File: config.mk
export PLATFORM = sky130hd
export DESIGN_NAME = scmp_mem_arbiter
export DESIGN_NICKNAME = d
export VERILOG_FILES = /design/src/rtl/scmp_mem_arbiter.sv
export SDC_FILE = /design/constraint.sdc
export NUM_CORES = 1
export LEC_CHECK = 0
export BUFFER_PORTS_ARGS = -buffer_cell sky130_fd_sc_hd__buf_2
export CAP_MARGIN = 20
export CORE_UTILIZATION = 55
export CTS_CLUSTER_SIZE = 30
export DETAILED_ROUTE_END_ITERATION = 8
export HOLD_SLACK_MARGIN = 0.05
export PLACE_DENSITY = 0.86
export SYNTH_ARGS = -nofsm -noshare
export SYNTH_HDL_FRONTEND = slang
export SYNTH_SLANG_ARGS = --single-unit
File: constraint.sdc
create_clock -name clk -period 3.9 [get_ports clk]
set_input_delay 0 -clock clk [delete_from_list [all_inputs] [get_ports clk]]
set_output_delay 0 -clock clk [all_outputs]
set_load 0.01 [all_outputs]
File: src/rtl/scmp_mem_arbiter.sv
// SC/MP bus sequencer: turns CPU strobe edges into single-cycle RAM accesses,
// fills idle slots with debug/loader transactions and latches the CPU status flags.
module scmp_mem_arbiter #(
    parameter int ADDR_W = 7,
    parameter int DATA_W = 8
) (
    input  logic              clk,
    input  logic              rst_n,
    input  logic              cpu_ads_n,
    input  logic              cpu_rd_n,
    input  logic              cpu_wr_n,
    input  logic [11:0]       cpu_addr,
    input  logic [DATA_W-1:0] cpu_d_o,
    output logic [DATA_W-1:0] cpu_d_i,
    output logic [3:0]        cpu_flags,
    input  logic              dbg_req,
    input  logic              dbg_we,
    input  logic [ADDR_W-1:0] dbg_addr,
    input  logic [DATA_W-1:0] dbg_wdata,
    output logic              dbg_ack,
    output logic [DATA_W-1:0] dbg_rdata,
    output logic              ram_en,
    output logic              ram_we,
    output logic [ADDR_W-1:0] ram_addr,
    output logic [DATA_W-1:0] ram_wdata,
    input  logic [DATA_W-1:0] ram_rdata
);

    localparam logic [2:0] IDLE    = 3'd0;
    localparam logic [2:0] CPU_WR  = 3'd1;
    localparam logic [2:0] CPU_RD  = 3'd2;
    localparam logic [2:0] RD_CAP  = 3'd3;
    localparam logic [2:0] DBG     = 3'd4;
    localparam logic [2:0] DBG_ACK = 3'd5;

    // Strobe pipelines are packed {ads, rd, wr}
    logic [2:0]        s_strb_q, p_strb_q;
    logic              ads_fall, rd_fall, wr_fall;
    logic [2:0]        state_q, state_d;
    logic              rd_pend_q, rd_pend_d, wr_pend_q, wr_pend_d;
    logic              take_wr, take_rd, take_dbg;
    logic [ADDR_W-1:0] rd_addr_q, wr_addr_q, ram_addr_q;
    logic [DATA_W-1:0] wr_data_q, ram_wdata_q, cpu_d_i_q, dbg_rdata_q;
    logic [3:0]        cpu_flags_q;
    logic              ram_en_q, ram_we_q, dbg_ack_q, dbg_rd_q;
    logic              unused_bits;

    assign ads_fall = p_strb_q[2] & ~s_strb_q[2];
    assign rd_fall  = p_strb_q[1] & ~s_strb_q[1];
    assign wr_fall  = p_strb_q[0] & ~s_strb_q[0];

    always_ff @(posedge clk or negedge rst_n) begin
        if (!rst_n) begin
            s_strb_q <= 3'b111;
            p_strb_q <= 3'b111;
        end else begin
            s_strb_q <= {cpu_ads_n, cpu_rd_n, cpu_wr_n};
            p_strb_q <= s_strb_q;
        end
    end

    // A CPU edge still in the detector blocks debug, so the CPU wins a tie
    always_comb begin
        state_d  = state_q;
        take_wr  = 1'b0;
        take_rd  = 1'b0;
        take_dbg = 1'b0;
        case (state_q)
            IDLE: begin
                if (wr_pend_q) begin
                    take_wr = 1'b1;
                    state_d = CPU_WR;
                end else if (rd_pend_q) begin
                    take_rd = 1'b1;
                    state_d = CPU_RD;
                end else if (dbg_req && !rd_fall && !wr_fall) begin
                    take_dbg = 1'b1;
                    state_d  = DBG;
                end
            end
            CPU_WR:  state_d = IDLE;
            CPU_RD:  state_d = RD_CAP;
            RD_CAP:  state_d = IDLE;
            DBG:     state_d = DBG_ACK;
            DBG_ACK: state_d = IDLE;
            default: state_d = IDLE;
        endcase
        wr_pend_d = wr_fall | (wr_pend_q & ~take_wr);
        rd_pend_d = rd_fall | (rd_pend_q & ~take_rd);
    end

    always_ff @(posedge clk or negedge rst_n) begin
        if (!rst_n) begin
            state_q     <= IDLE;
            rd_pend_q   <= 1'b0;
            wr_pend_q   <= 1'b0;
            rd_addr_q   <= '0;
            wr_addr_q   <= '0;
            wr_data_q   <= '0;
            cpu_flags_q <= 4'd0;
        end else begin
            state_q   <= state_d;
            rd_pend_q <= rd_pend_d;
            wr_pend_q <= wr_pend_d;
            if (rd_fall) rd_addr_q <= cpu_addr[ADDR_W-1:0];
            if (wr_fall) begin
                wr_addr_q <= cpu_addr[ADDR_W-1:0];
                wr_data_q <= cpu_d_o;
            end
            if (ads_fall) cpu_flags_q <= cpu_d_o[7:4];
        end
    end

    // RAM strobes are registered on the IDLE decision so they line up with the access state
    always_ff @(posedge clk or negedge rst_n) begin
        if (!rst_n) begin
            ram_en_q    <= 1'b0;
            ram_we_q    <= 1'b0;
            ram_addr_q  <= '0;
            ram_wdata_q <= '0;
            dbg_rd_q    <= 1'b0;
            dbg_ack_q   <= 1'b0;
            dbg_rdata_q <= '0;
            cpu_d_i_q   <= '1;
        end else begin
            ram_en_q  <= take_wr | take_rd | take_dbg;
            ram_we_q  <= take_wr | (take_dbg & dbg_we);
            dbg_ack_q <= (state_q == DBG);
            if (take_wr) begin
                ram_addr_q  <= wr_addr_q;
                ram_wdata_q <= wr_data_q;
            end else if (take_rd) begin
                ram_addr_q <= rd_addr_q;
            end else if (take_dbg) begin
                ram_addr_q  <= dbg_addr;
                ram_wdata_q <= dbg_wdata;
                dbg_rd_q    <= ~dbg_we;
            end
            if (state_q == DBG_ACK && dbg_rd_q) dbg_rdata_q <= ram_rdata;
            if (s_strb_q[1]) cpu_d_i_q <= '1;
            else if (state_q == RD_CAP) cpu_d_i_q <= ram_rdata;
        end
    end

    // RAM data arrives during the ack cycle, so it is passed straight through there
    assign dbg_rdata = (dbg_ack_q && dbg_rd_q) ? ram_rdata : dbg_rdata_q;
    assign dbg_ack   = dbg_ack_q;
    assign cpu_d_i   = cpu_d_i_q;
    assign cpu_flags = cpu_flags_q;
    assign ram_en    = ram_en_q;
    assign ram_we    = ram_we_q;
    assign ram_addr  = ram_addr_q;
    assign ram_wdata = ram_wdata_q;

    assign unused_bits = ^{cpu_addr[11:ADDR_W], cpu_d_o[3:0]};

endmodule

### Word level (Yosys, flattened, before mapping)

Index checks and enable logic that the tools add are counted.

| storage, ports and cells | value |
|---|---|
| register bits | 72 |
| input bits | 50 |
| output and inout bits | 38 |

| cells by class | value |
|---|---|
| equal/unequal tests | 6 |
| muxes and demuxes | 22 |
| bitwise gates (word level) | 17 |
| reductions and logical operators | 12 |

Operators with widths:

| operator | number |
|---|---|
| $mux 8 | 6 |
| $mux 7 | 3 |
| $mux 1 | 9 |
| $mux 3 | 3 |
| $pmux 3 s3 | 1 |
| $and 1x1->1 | 6 |
| $eq 3x2->1 const B | 2 |
| $eq 3x3->1 const B | 2 |
| $not 1->1 | 6 |
| $or 1x1->1 | 5 |
| $logic_and 1x1->1 | 4 |
| $ne 4x4->1 const B | 1 |
| $reduce_bool 2->1 | 2 |
| $logic_not 3->1 | 1 |
| $reduce_and 3->1 | 1 |
| $reduce_bool 3->1 | 1 |
| $logic_not 1->1 | 2 |
| $ne 2x2->1 const B | 1 |
| $reduce_and 2->1 | 1 |

### Logic depth before layout (Yosys ltp)

| depth | value |
|---|---|
| depth in word-level cells | 12 |
| mapped depth | 6 |
| depth with buffers taken out | 4 |

### Worst setup path before layout

Ideal clock, no wire load.

| path | value |
|---|---|
| path type | flip-flop to flip-flop |
| start point | register s_strb_q[0] |
| end point | register ram_addr_q[0] (netlist: ram_addr[0]) |
| library setup time | 0.067 ns |
| arrival | 1.733 ns |
| required time | 3.833 ns |
| path slack | 2.100 ns |
| cell stages (with the launch flop) | 7 |
| path buffers | 2 |
| cell sequence | dfstp_2 -> nor2b_4 -> buf_6 -> or4b_4 -> buf_6 -> nor3_4 -> a221o_1 |

| on the way | value |
|---|---|
| cells in the longest elaborated chain, start to end | 9 |

Ends and longest elaborated chain:

| element | line | source |
|---|---|---|
| from (decl) | 37 | `logic [2:0] s_strb_q, p_strb_q;` |
| from (signal assigned) | 57 | `s_strb_q <= {cpu_ads_n, cpu_rd_n, cpu_wr_n};` |
| $not 1->1 | 50 | `assign wr_fall = p_strb_q[0] & ~s_strb_q[0];` |
| $and 1x1->1 | 50 |  |
| $logic_not 1->1 | 76 | `end else if (dbg_req && !rd_fall && !wr_fall) begin` |
| $logic_and 1x1->1 | 76 |  |
| $mux 1 | 76 |  |
| $mux 1 | 73 | `end else if (rd_pend_q) begin` |
| $mux 1 | 70 | `if (wr_pend_q) begin` |
| $mux 1 | 68 | `case (state_q)` |
| $reduce_bool 3->1 (no line) | - |  |
| to (signal assigned) | 130 | `ram_addr_q <= wr_addr_q;` |
| to (signal assigned) | 133 | `ram_addr_q <= rd_addr_q;` |
| to (signal assigned) | 135 | `ram_addr_q <= dbg_addr;` |
| to (decl) | 42 | `logic [ADDR_W-1:0] rd_addr_q, wr_addr_q, ram_addr_q;` |

Every way passes these cells.
A chain may end at the register's enable or synchronous reset.

### Final worst setup path

| path | value |
|---|---|
| start point | register p_strb_q[1] |
| end point | register ram_addr_q[4] (netlist: ram_addr[4]) |

| on the way | value |
|---|---|
| cells in the longest elaborated chain, start to end | 9 |

Ends and longest elaborated chain:

| element | line | source |
|---|---|---|
| from (decl) | 37 |  |
| from (signal assigned) | 58 | `p_strb_q <= s_strb_q;` |
| $and 1x1->1 | 49 | `assign rd_fall = p_strb_q[1] & ~s_strb_q[1];` |
| $logic_not 1->1 | 76 |  |
| $logic_and 1x1->1 (2 in series) | 76 |  |
| $mux 1 | 76 |  |
| $mux 1 | 73 |  |
| $mux 1 | 70 |  |
| $mux 1 | 68 |  |
| $reduce_bool 3->1 (no line) | - |  |

Every way passes these cells.

==> metrics.yaml <==
timing:
  final_hold_viol_count: 0
  min_period_ns: 2.38
  rsz0062_at_grt: "false"
  clock.fmax_mhz: 420
  post-route-period-util_pct: 61.1
  worst_slew_pin_slew_ns: 1.04
  finClkSkew_ns: 0.0115
  setup-tns-final_ns: 0
  finalMaxSlewViolations: 0
  relSlewSlack_pct: 30.7
  setup_viol: 0
route:
  wl_um: 7230
  ant_nets: 0
  drc: 0
  vias: 2473
  drtIter0Drc: 135
  wl_per_cell_um: 16.6
  vias_per_cell: 5.66
  first_pass_iters: 4
place:
  port_buffers: 82
  dp_hpwl_um: 4280
  place_congestion: 0.769
  place_area_um2: 3490
cts:
  post_cts_buffers: 0
  clock_path_buffers: 2
  cts_root_buf: "clkbuf_8"
  cts_sinks: 72
  cts_tree: "yes"
  clock_latency_ns: 0.34
  h-tree-depth: 3
  path_clk_slew_ns: 0.08
  cts_made_buffers: 9
floorplan:
  ios: 88
  fp.dieArea_um2: 5850
  coreArea_um2: 5240
  die_h_um: 76.5
  die_x_um: 76.5
  initial_utilization_pct: 58.3
  row_count: 26
yosys:
  ys_types: 31
  synth_fp_nets: 290
  synthCells: 240
  synth_warnings: 0
  syn_area_um2: 3050
  ys_seq_elements: 72
  ys_seq_area_share_pct: 59.6
  synth_area_per_cell_um2: 12.7
setup_path:
  crit_arrival_ns: 2.65
  critPathCaptureType: "flip-flop"
  cp_slowest_stage_delay_ns: 0.77
  startpoint_type: "flip-flop"
  rrSetupSlack_ns: 1.52
  crit_required_ns: 4.17
  worstReg2RegStart: "p_strb_q[1]"
  reg2reg_depth: 4
  slowest_stage: "nor2b_1"
  crit_chain: "nor2b_1 > nor3b_1 > o31ai_2 > a221o_1"
  crit_type: "flip-flop to flip-flop"
  r2r_end: "ram_addr[4]"
  critPathMaxFanout: 11
global_route:
  grt_max_degree: 73
  globalRouteOverflowTotal: 0
  antenna_found_initial: 0
  grt_pass1_wl_um: 12100
  grt_pass1_vias: 2524
  track_usage_pct: 26.9
hold_path:
  hold_depth: 4
  hold_start: "dbg_req"
  hold_path.class: "input port to flip-flop"
  min_to: "dbg_rd_q"
power_and_ir_drop:
  switching_share_pct: 35.7
  p_switching_uw: 984
  pwr-share-comb_pct: 37.1
  pwr-share-clk_pct: 21.3
  vdd_ir_drop_max_uv: 447
  power_leakage_nw: 1.86
  internal_power_mw: 1.77
  power_frac_seq_pct: 41.7
  powerDensity_nw_per_um2: 670
cells_and_area:
  syn_to_final_growth_pct: 35.0
  drive_above_1_share_pct: 43.9
  diodes: 0
  layout.nets: 412
  final_cell_mix: "buf_2 (81), dfrtp_1 (58), dlygate4sd3_1 (43)"
  finalInstanceArea_um2: 4120
  final_util_pct: 78.6
  final_common_cell: "buf_2"
status:
  outcome: "complete, no violations"
job:
  drv_cap: 0
## critical path, delay by kind of cell (launching register included)
kind	cells	cell delay, ns
simple gates	2	0.91
compound gates	2	0.89
flops	1	0.51
## what timing repair did
item / in CTS / in global routing
endpoints found under the hold margin: 120 / 0
hold buffers: 43 / 0
setup endpoints to repair: 0 / 0
gates resized for setup: 0 / 0
## logic make-up (layout without fill, tap and decap cells)
logic type,count (synthesis),count (layout),share of synthesized area (%)
and+or+nand+nor,78,78,13.9
DFF,72,72,59.6
AOI/OAI and AO/OA,30,30,8.12
buffers and inverters,18,145,2.83
muxes,42,42,15.5
## layer usage
layer / global-route usage (%) / vias to the layer above / share of wire (%)
li1: - / 1124 / -
met1: 34.3 / 1218 / 42
met2: 42.2 / 104 / 49
met3: 6.71 / 27 / 5.2
met4: 14.6 / 0 / 3.9
met5: 0 / - / 0
## layout make-up
type                       count  area (um2)
clock inverter                 5        56.3
sequential                    72        1820
timing repair buffer         126         851
inverter                       3        11.3
fill                         301        1120
clock buffer                  11         141
multi-input combinational    150        1150
tap                           70        87.6
## flip-flops by register name, summed over array words and instances, names as in the netlist, 4 cells and up
signal	flops
wr_addr_q	7
ram_wdata	8
wr_data_q	8
cpu_d_i	8
rd_addr_q	7
dbg_rdata_q	8
ram_addr	7
cpu_flags	4
## power by group through the flow
stage          clock network (mW)  logic [mW]  registers (mW)
2_1_floorplan                   0       0.626            1.17
4_1_cts                     0.594        1.01            1.15
3_3_place_gp                    0       0.934            1.14
6_report                    0.586        1.02            1.15
5_1_grt                     0.630        1.12            1.18
3_5_place_dp                    0       0.971            1.16
## cells in the mapped netlist (all sizes together)
cell    number  area [um2]
nor4b        1        8.76
buf          5        37.5
o31ai        1        12.5
nand4b       1        8.76
nor3b        2        15.0
inv          3        11.3
dfstp       14         368
o32ai        8        70.1
a221o        7        70.1
o21bai       1        7.51
clkbuf      10        37.5
nor2b        3        26.3
nand3b       8        60.1
nor3        13        81.3
or3          1        6.26
a211oi       1        7.51
nand2       19        71.3
a21oi        4        20.0
nor4         8        50.1
a22oi        7        52.6
a21o         1        7.51
nand2b       1        6.26
nor2        19        71.3
dfrtp       58        1450
or4b         1        13.8
or2          1        6.26
mux2        42         473
## worst max-delay path by stage
| stage | from | endpoint | slack, ns | cells after the start |
|---|---|---|---|---|
| detailed placement | p_strb_q[1] | ram_addr[5] | 1.52 | 4 |
| global placement | p_strb_q[1] | ram_addr[4] | 1.62 | 4 |
| CTS | p_strb_q[1] | ram_addr[2] | 1.50 | 4 |
| floorplan | s_strb_q[0] | ram_addr[0] | 2.10 | 6 |
| finish | p_strb_q[1] | ram_addr[4] | 1.52 | 4 |
| global route | p_strb_q[1] | ram_addr[3] | 1.37 | 4 |
## through the flow
stage | hold WS (ns) | power [mW] | instances | worst slack, ns
2_1_floorplan | -0.296 | 1.80 | 240 | 2.10
3_3_place_gp | 0.105 | 2.08 | 378 | 1.62
3_5_place_dp | 0.107 | 2.13 | 378 | 1.52
4_1_cts | 0.232 | 2.75 | 437 | 1.50
5_1_grt | 0.281 | 2.93 | 437 | 1.37
6_report | 0.262 | 2.76 | 437 | 1.52
Note: power is estimated with default switching activity, not from simulation.
